## src/rtl/loader_pkg.sv

```systemverilog
// Shared definitions for the byte-stream program loader: state encoding,
// default frame marker and checksum width.
package loader_pkg;

  typedef enum logic [2:0] {
    S_IDLE  = 3'd0,
    S_ICNT  = 3'd1,
    S_INSTR = 3'd2,
    S_DCNT  = 3'd3,
    S_DATA  = 3'd4,
    S_CSUM  = 3'd5,
    S_DONE  = 3'd6,
    S_ERR   = 3'd7
  } state_t;

  localparam logic [7:0] SYNC_BYTE_DEF = 8'hA5;
  localparam int         CSUM_W        = 8;

endpackage

```

## src/rtl/loader_csum.sv

```systemverilog
// Modulo-2^CSUM_W running sum with synchronous clear; zero_next reports
// whether adding the current input byte would bring the sum to zero.
module loader_csum
  import loader_pkg::*;
(
  input  logic              clk,
  input  logic              reset,
  input  logic              clr,
  input  logic              add_en,
  input  logic [CSUM_W-1:0] data,
  output logic [CSUM_W-1:0] sum,
  output logic              zero_next
);

  logic [CSUM_W-1:0] sum_nxt;

  assign sum_nxt   = sum + data;
  assign zero_next = (sum_nxt == '0);

  always_ff @(posedge clk or posedge reset) begin
    if (reset)       sum <= '0;
    else if (clr)    sum <= '0;
    else if (add_en) sum <= sum_nxt;
  end

endmodule

```

## src/rtl/prog_loader.sv

```systemverilog
// Framed byte-stream loader: writes instruction and data memories through the
// CPU test port and holds the CPU in reset until a frame checks out.
module prog_loader
  import loader_pkg::*;
#(
  parameter logic [7:0] SYNC_BYTE  = SYNC_BYTE_DEF,
  parameter int         IMEM_DEPTH = 256,
  parameter int         DMEM_DEPTH = 16
) (
  input  logic       clk,
  input  logic       reset,
  input  logic       in_valid,
  input  logic [7:0] in_data,
  output logic       in_ready,
  output logic       ins_write,
  output logic       ins_strobe,
  output logic [7:0] instruction_write_data,
  output logic       dmem_strobe,
  output logic [3:0] access_addr_tb,
  output logic [7:0] mem_write_data_tb,
  output logic       cpu_reset,
  output logic       busy,
  output logic       done,
  output logic       error,
  output logic [7:0] load_count
);

  localparam logic [7:0] DMAX   = 8'(DMEM_DEPTH);
  localparam logic [7:0] LC_MAX = 8'(IMEM_DEPTH - 1);

  state_t     state;
  logic [7:0] rem;
  logic [3:0] idx;
  logic       accept;
  logic       is_sync;
  logic       csum_clr;
  logic       csum_add;
  logic       csum_ok;
  logic [7:0] sum;

  assign accept   = in_valid && in_ready;
  assign is_sync  = (in_data == SYNC_BYTE);
  assign csum_clr = accept && is_sync && (state inside {S_IDLE, S_DONE, S_ERR});
  assign csum_add = accept && (state inside {S_ICNT, S_INSTR, S_DCNT, S_DATA});

  loader_csum u_csum (
    .clk       (clk),
    .reset     (reset),
    .clr       (csum_clr),
    .add_en    (csum_add),
    .data      (in_data),
    .sum       (sum),
    .zero_next (csum_ok)
  );

  always_ff @(posedge clk or posedge reset) begin
    if (reset) begin
      state                  <= S_IDLE;
      in_ready               <= 1'b1;
      ins_write              <= 1'b0;
      ins_strobe             <= 1'b0;
      instruction_write_data <= '0;
      dmem_strobe            <= 1'b0;
      access_addr_tb         <= '0;
      mem_write_data_tb      <= '0;
      cpu_reset              <= 1'b1;
      busy                   <= 1'b0;
      done                   <= 1'b0;
      error                  <= 1'b0;
      load_count             <= '0;
      rem                    <= '0;
      idx                    <= '0;
    end else begin
      ins_strobe  <= 1'b0;
      dmem_strobe <= 1'b0;
      in_ready    <= 1'b1;
      // CPU leaves reset one cycle after done, once load mode is already off
      if (state == S_DONE) cpu_reset <= 1'b0;
      if (accept) begin
        case (state)
          S_IDLE, S_DONE, S_ERR: begin
            if (is_sync) begin
              state      <= S_ICNT;
              busy       <= 1'b1;
              ins_write  <= 1'b1;
              cpu_reset  <= 1'b1;
              done       <= 1'b0;
              error      <= 1'b0;
              load_count <= '0;
            end
          end
          S_ICNT: begin
            rem   <= in_data;
            state <= (in_data == 8'd0) ? S_DCNT : S_INSTR;
          end
          S_INSTR: begin
            instruction_write_data <= in_data;
            ins_strobe             <= 1'b1;
            if (load_count != LC_MAX) load_count <= load_count + 8'd1;
            rem <= rem - 8'd1;
            if (rem == 8'd1) state <= S_DCNT;
          end
          S_DCNT: begin
            if (in_data > DMAX) begin
              // Oversized data count: abort and stall input for one cycle
              state     <= S_ERR;
              error     <= 1'b1;
              busy      <= 1'b0;
              ins_write <= 1'b0;
              in_ready  <= 1'b0;
            end else if (in_data == 8'd0) begin
              state <= S_CSUM;
            end else begin
              rem   <= in_data;
              idx   <= '0;
              state <= S_DATA;
            end
          end
          S_DATA: begin
            access_addr_tb    <= idx;
            mem_write_data_tb <= in_data;
            dmem_strobe       <= 1'b1;
            idx               <= idx + 4'd1;
            rem               <= rem - 8'd1;
            if (rem == 8'd1) state <= S_CSUM;
          end
          S_CSUM: begin
            busy      <= 1'b0;
            ins_write <= 1'b0;
            if (csum_ok) begin
              state <= S_DONE;
              done  <= 1'b1;
            end else begin
              state <= S_ERR;
              error <= 1'b1;
            end
          end
          default: state <= S_IDLE;
        endcase
      end
    end
  end

endmodule
```

## config.mk

```make
export PLATFORM = sky130hd
export DESIGN_NAME = prog_loader
export DESIGN_NICKNAME = d
export VERILOG_FILES = /design/src/rtl/loader_pkg.sv /design/src/rtl/loader_csum.sv /design/src/rtl/prog_loader.sv
export SDC_FILE = /design/constraint.sdc
export NUM_CORES = 1
export LEC_CHECK = 0
export ABC_AREA = 1
export BUFFER_PORTS_ARGS = -buffer_cell sky130_fd_sc_hd__buf_2
export CAP_MARGIN = 0
export CORE_ASPECT_RATIO = 0.9
export CORE_MARGIN = 4
export CORE_UTILIZATION = 40
export CTS_CLUSTER_SIZE = 25
export DETAILED_ROUTE_END_ITERATION = 7
export PLACE_DENSITY = 0.57
export RECOVER_POWER = 100
export SLEW_MARGIN = 40
export SYNTH_ARGS = -nofsm -noshare
export SYNTH_HDL_FRONTEND = slang
export SYNTH_SLANG_ARGS = --single-unit
```

## constraint.sdc

```tcl
create_clock -name clk -period 4.1 [get_ports clk]
set_input_delay 0.205 -clock clk [delete_from_list [all_inputs] [get_ports clk]]
set_output_delay 0.205 -clock clk [all_outputs]
set_load 0.02 [all_outputs]
```

; After elaboration in Yosys (flattened, before gate mapping)
; Cells that the tools add are included.
[op_classes]
reduce_logical = 26
n_mux = 39
n_lt_le_gt_ge = 1
addsub = 4
eq_ne = 19
[ops]
columns = operator, n
row1 = 8-bit two-way mux, 6
row2 = 8-bit one-hot mux with 3 select lines, 1
row3 = 4-bit AND reduction, 6
row4 = 1-bit two-way mux, 20
row5 = 3-bit one-hot mux with 6 select lines, 1
row6 = 8-bit logical NOT, 2
row7 = 8-bit one-hot mux with 2 select lines, 1
row8 = 3-bit == test (second input constant), 4
row9 = 2-bit != test (second input constant), 5
row10 = 3-bit two-way mux, 3
row11 = 3-bit nonzero test, 3
row12 = 8-bit by 1-bit adder with 8-bit output (second input constant), 1
row13 = 8-bit adder, 1
row14 = 8-bit by 1-bit == test with 1-bit output (second input constant), 1
row15 = 8-bit == test (second input constant), 1
row16 = 8-bit by 5-bit greater-than comparator with 1-bit output (second input constant), 1
row17 = 4-bit two-way mux, 2
row18 = 2-bit by 1-bit != test with 1-bit output (second input constant), 4
row19 = 8-bit != test (second input constant), 1
row20 = 4-bit one-hot mux with 2 select lines, 1
row21 = 2-bit nonzero test, 4
row22 = 8-bit by 1-bit subtractor with 8-bit output (second input constant), 1
row23 = 3-bit by 2-bit == test with 1-bit output (second input constant), 2
row24 = 1-bit one-hot mux with 3 select lines, 2
row25 = 11 further kinds, 15
[word_totals]
word_cells = 104
output_inout_bits = 36
in_bits = 11
regBits = 58

; Depth between registers and ports, before layout
[depth]
word_depth = 5
mapped_depth = 13

; Cells and area by module
; Synthesis repeated with hierarchy kept, for this count alone.
[hier_totals]
hier_cells = 477
area_unflattened_um2 = 3579.7
[modules_own_cells]
columns = mod, seq_area_each_um2, area_per_inst_um2, cells_each, instances
row1 = prog_loader, 1253.7, 2889.0, 377, 1
row2 = loader_csum, 200.2, 690.7, 100, 1

; Least setup slack after synthesis
; OpenSTA, ideal clock, no wires.
[synth_path]
path_kind = register to register
startpoint = reg u_csum.sum[0]
endpoint = reg error
t_required_ns = 3.983
arrival_time_ns = 1.700
n_path_buf = 0
setup_time_ns = 0.117
stages_incl_launch_ff = 13
period_less_slack_ns = 1.817
path_slack_ns = 2.283
path_cell_list = dfrtp_1 > ha_1 > fa_1 > nand2_1 > nand2_1 > nand3_1 > nand2_1 > nand2_1 > nand2_1 > nor2_1 > nand3_1 > nand3_1 > nand2_1
[synth_between]
elab_chain_len = 4
[synth_rtl]
columns = element, line_no
row1 = start: declaration, loader_csum.sv:11  ; output logic [CSUM_W-1:0] sum,
row2 = start signal: assignment, loader_csum.sv:23  ; else if (add_en) sum <= sum_nxt;
row3 = 8-bit adder, loader_csum.sv:17  ; assign sum_nxt = sum + data;
row4 = 8-bit logical NOT, loader_csum.sv:18  ; assign zero_next = (sum_nxt == '0);
row5 = 2-bit != test (no line), --
row6 = 5-bit AND reduction (no line), --
row7 = end signal: assignment, prog_loader.sv:69  ; error <= 1'b0;
row8 = end signal: assignment, prog_loader.sv:88  ; error <= 1'b0;
row9 = end signal: assignment, prog_loader.sv:107  ; error <= 1'b1;
row10 = end: declaration, prog_loader.sv:24  ; output logic error,
; No other way between the ends.
; A chain may end at the register's enable or synchronous reset.

; Worst setup path in the final report
[layout_path]
startpoint = reg state[2]
endpoint = reg state[1]
[layout_between]
elab_chain_len = 4
elab_cells_between_ends = 14
cone_classes = 10 x eq/ne / 1 x mux / 3 x reduce/logical
[layout_rtl]
columns = element, line_no
row1 = start: declaration, prog_loader.sv:31  ; state_t state;
row2 = start signal: assignment, prog_loader.sv:94  ; state <= (in_data == 8'd0) ? S_DCNT : S_INSTR;
row3 = 3-bit == test or 3-bit logical NOT (tied branches), prog_loader.sv:80  ; case (state)
row4 = 3-bit OR reduction, prog_loader.sv:80
row5 = 2-bit != test (no line), --
row6 = 4-bit AND reduction (no line), --
; Parallel ways exist; a longest one is shown, timed or not.

==> flow_summary_export.csv <==
group,metric,value,unit
logic_synthesis,synth_edf_count,0,
logic_synthesis,synth.cell_area,0.00325,mm2
clock_tree,cts_root_buf,"clkbuf_8",
power,ir_drop,0.000313,V
critical_path,cp.required,4320,ps
grt,gr-usage-all-layers,17.0,%
critical_path,r2r_end,"state[1]",
job,maxCapViolations,0,
timing,skew,9.20,ps
timing,timing.fmax,429,MHz
detailed_routing,wl_met3,379,um
logic_synthesis,synthArstFlopShare,100,%
grt,grt_start_max_net_pins,59,
clock_tree,cts_setup_buffers,0,
logic_synthesis,ys_types,33,
detailed_routing,wl_per_cell,13.5,um
timing,slew_viol_final,0,
grt,grt_pass1_wl,12.7,mm
place,place_congestion,0.843,
floorplan,initial_core_util,42.0,%
critical_path,crit_fanout,13,
logic_synthesis,yosysTopAreaCell,"dfrtp_1",
timing,tns,0,ps
power,p_seq_share,33.9,%
min_path,hold_path.class,"in -> async",
clock_tree,cts_resized,0,
critical_path,worst_path_max_delay_cell,"dfrtp_1",
logic_synthesis,avgSynthCellArea,7.76,um2
critical_path,cp_top_family,"simple AND/OR/NAND/NOR gates",
clock_tree,clk_path_buf_depth,2,
floorplan,die_h,93.5,um
timing,layout_setup_ws,1770,ps
timing,tightest_slew,559,ps
detailed_routing,antenna_left,0,
cells_and_area,final_nets,495,
detailed_routing,top_layer,"met4",
cells_and_area,layout-drive-gt1-share,7.56,%
logic_synthesis,yosys-top-cells-count,"nand2_1 (121), dfrtp_1 (56), inv_1 (56)",
critical_path,cp.depth,8,
critical_path,end_kind,"flip-flop",
clock_tree,clock_latency,340,ps
run_status,status,"finished with violations",
clock_tree,ctsHoldBuffers,0,
power,intPower,1.53,mW
power,clkPwrFrac,22.9,%
grt,grt_pass1_vias,2557,
detailed_routing,vias,2817,
floorplan,boundaryPins,47,
detailed_routing,firstDrtPassIters,4,
clock_tree,numCtsBuffers,9,
cells_and_area,area_delta_synth_final,14.1,%
detailed_routing,drcViolationCount,0,
grt,grt-ovfl-total,0,
place,io_buffers,46,
detailed_routing,wl_met2,3.18,mm
power,swShare,43.6,%
clock_tree,htreeDepth,3,
logic_synthesis,yosysWarnings,0,
critical_path,start_kind,"flip-flop",
floorplan,die_x,103,um
power,power,2.72,mW
power,combPwrFrac,43.2,%
place,dp_slack,2110,ps
timing,hold_viol_final,8,
logic_synthesis,yosysTopAreaCellShare,43.1,%
run_status,violations,"negative hold slack",
critical_path,reg2reg_slack,1770,ps
logic_synthesis,synth_most_common_cell,"nand2_1",
critical_path,reg2reg_depth,8,
detailed_routing,drt_wl_total,7.74,mm
logic_synthesis,synth-seq-cells,58,
detailed_routing,viasPerCell,4.92,
power,p_sw,1.18,mW
logic_synthesis,synth.area.top_cells,"dfrtp_1 (43%), nand2_1 (14%), inv_1 (6.5%), o21ai_0 (5.4%), nand3_1 (5.1%)",
timing,setup_viol,0,
clock_tree,path_clk_slew,80,ps
floorplan,rows,30,
critical_path,worstPathArrival,2560,ps
logic_synthesis,synth-seq-area-share,44.7,%
clock_tree,clkSinkCount,58,
floorplan,core-area,0.00773,mm2
place,dpl.hpwl,5.62,mm
logic_synthesis,ys_dominant_reg_cell,"dfrtp_1",
clock_tree,cts_tree,"yes",
critical_path,path_class,"reg -> reg",
timing,fin_crit_sh,56.9,%
grt,antenna_found_initial,0,
critical_path,path_buf_inv,2,
detailed_routing,wl_met1,4.10,mm
floorplan,die-area,0.00963,mm2
critical_path,critPathMaxStageDelay,480,ps
power,p_leak,1.91,nW
power,powerDensity,732,mW/mm2
critical_path,r2r_start,"state[2]",
timing,fin_crit,2330,ps
critical_path,path_cells,"nor2_1, nand2_1, nand2_1, inv_1, o21ai_0, inv_1, nand3_1, o21ai_0",
cells_and_area,n_antenna_cell,0,
timing,grt_setup_unrepaired,"no",
timing,hold_ws,-19.4,ps
detailed_routing,drt_iter0_markers,185,
logic_synthesis,synth_nets,443,
critical_path,endpoint,"state[1]",
logic_synthesis,netlist_instances,419,
timing,slew_headroom,62.7,%
critical_path,crit_start,"state[2]",
[worst min path at each step]
stage / startpoint / slack [ps] / cells after the start / endpoint
after floorplan: in_data[7] / 380 / 2 / mem_write_data_tb[7]
after global placement: access_addr_tb[1] / 450 / 2 / access_addr_tb[1]
after detailed placement: access_addr_tb[0] / 460 / 2 / access_addr_tb[0]
after CTS: reset / 90 / 3 / access_addr_tb[1]
after global routing: reset / 40 / 3 / idx[3]
final: reset / -20 / 3 / access_addr_tb[1]
[cell usage in the layout, fill, tap and decap left out]
master	count
nand2_1	126
inv_1	59
dfrtp_1	56
o21ai_0	40
clkbuf_1	37
nor2_1	36
nand3_1	33
ha_1	12
a21oi_1	11
clkbuf_8	11
buf_2	10
xor2_1	7
nand4_1	5
a22o_2	4
nor3_1	3
xnor2_1	3
o31ai_1	3
o21ai_2	3
o211ai_1	3
bufinv_16	2
nor2_2	1
a32o_1	1
or2_2	1
nor4_1	1
a21boi_0	1
o21a_1	1
fa_1	1
clkinv_4	1
clkinv_2	1
dfstp_2	1
dfstp_1	1
buf_6	1
[cells by family (layout without fill, tap and decap cells)]
logic type,Yosys count,after routing,synth area share [%]
compound gates,67,67,12.3
xor+xnor,10,10,2.69
fa+ha+maj,13,13,5.23
buf+inv,65,122,7.97
flops,58,58,44.7
simple gates,206,206,27.1
[metal layers]
metal  up-vias  GRT usage (%)
met5         -              0
met4         0           4.64
met3         6           5.07
li1       1450              -
met1      1303           25.5
met2        58           23.7
[area by class of cell]
cell class,instances,area [um2]
clock buffers,12,155
clock inverters,4,73.8
fillers,823,4020
inverters,59,221
multi-input cells,296,1490
flip-flops and latches,58,1450
well taps,96,120
repair buffers,47,196
[per-stage QoR]
step / area [um2] / instances / hold slack (ps) / util [%]
after floorplan: 3250 / 419 / 384 / -
after global placement: 3570 / 556 / 452 / 46.2
after detailed placement: 3570 / 556 / 456 / 46.2
after CTS: 3800 / 572 / 94.5 / 49.1
after global routing: 3710 / 572 / 37.8 / 48.0
final: 3710 / 572 / -19.4 / 48.0
[registers in the layout, indices dropped and copies added, names as in the netlist]
signal	cells
access_addr_tb	4
busy	1
cpu_reset	1
dmem_strobe	1
done	1
error	1
idx	4
in_ready	1
ins_strobe	1
instruction_write_data	8
load_count	8
mem_write_data_tb	8
rem	8
state	3
u_csum.sum	8
[worst min-delay path: stages]
cell and delay [ps]:
buf_2 90, inv_1 50, buf_6 420
[power by group through the flow]
stage | registers, mW | clock network, mW | logic (mW)
finish | 0.921 | 0.622 | 1.17
global route | 0.944 | 0.668 | 1.35
CTS | 0.918 | 0.634 | 1.26
detailed placement | 0.925 | 0 | 1.26
global placement | 0.923 | 0 | 1.24
floorplan | 1.03 | 0 | 0.841
Power figures use the tool's default switching activity.
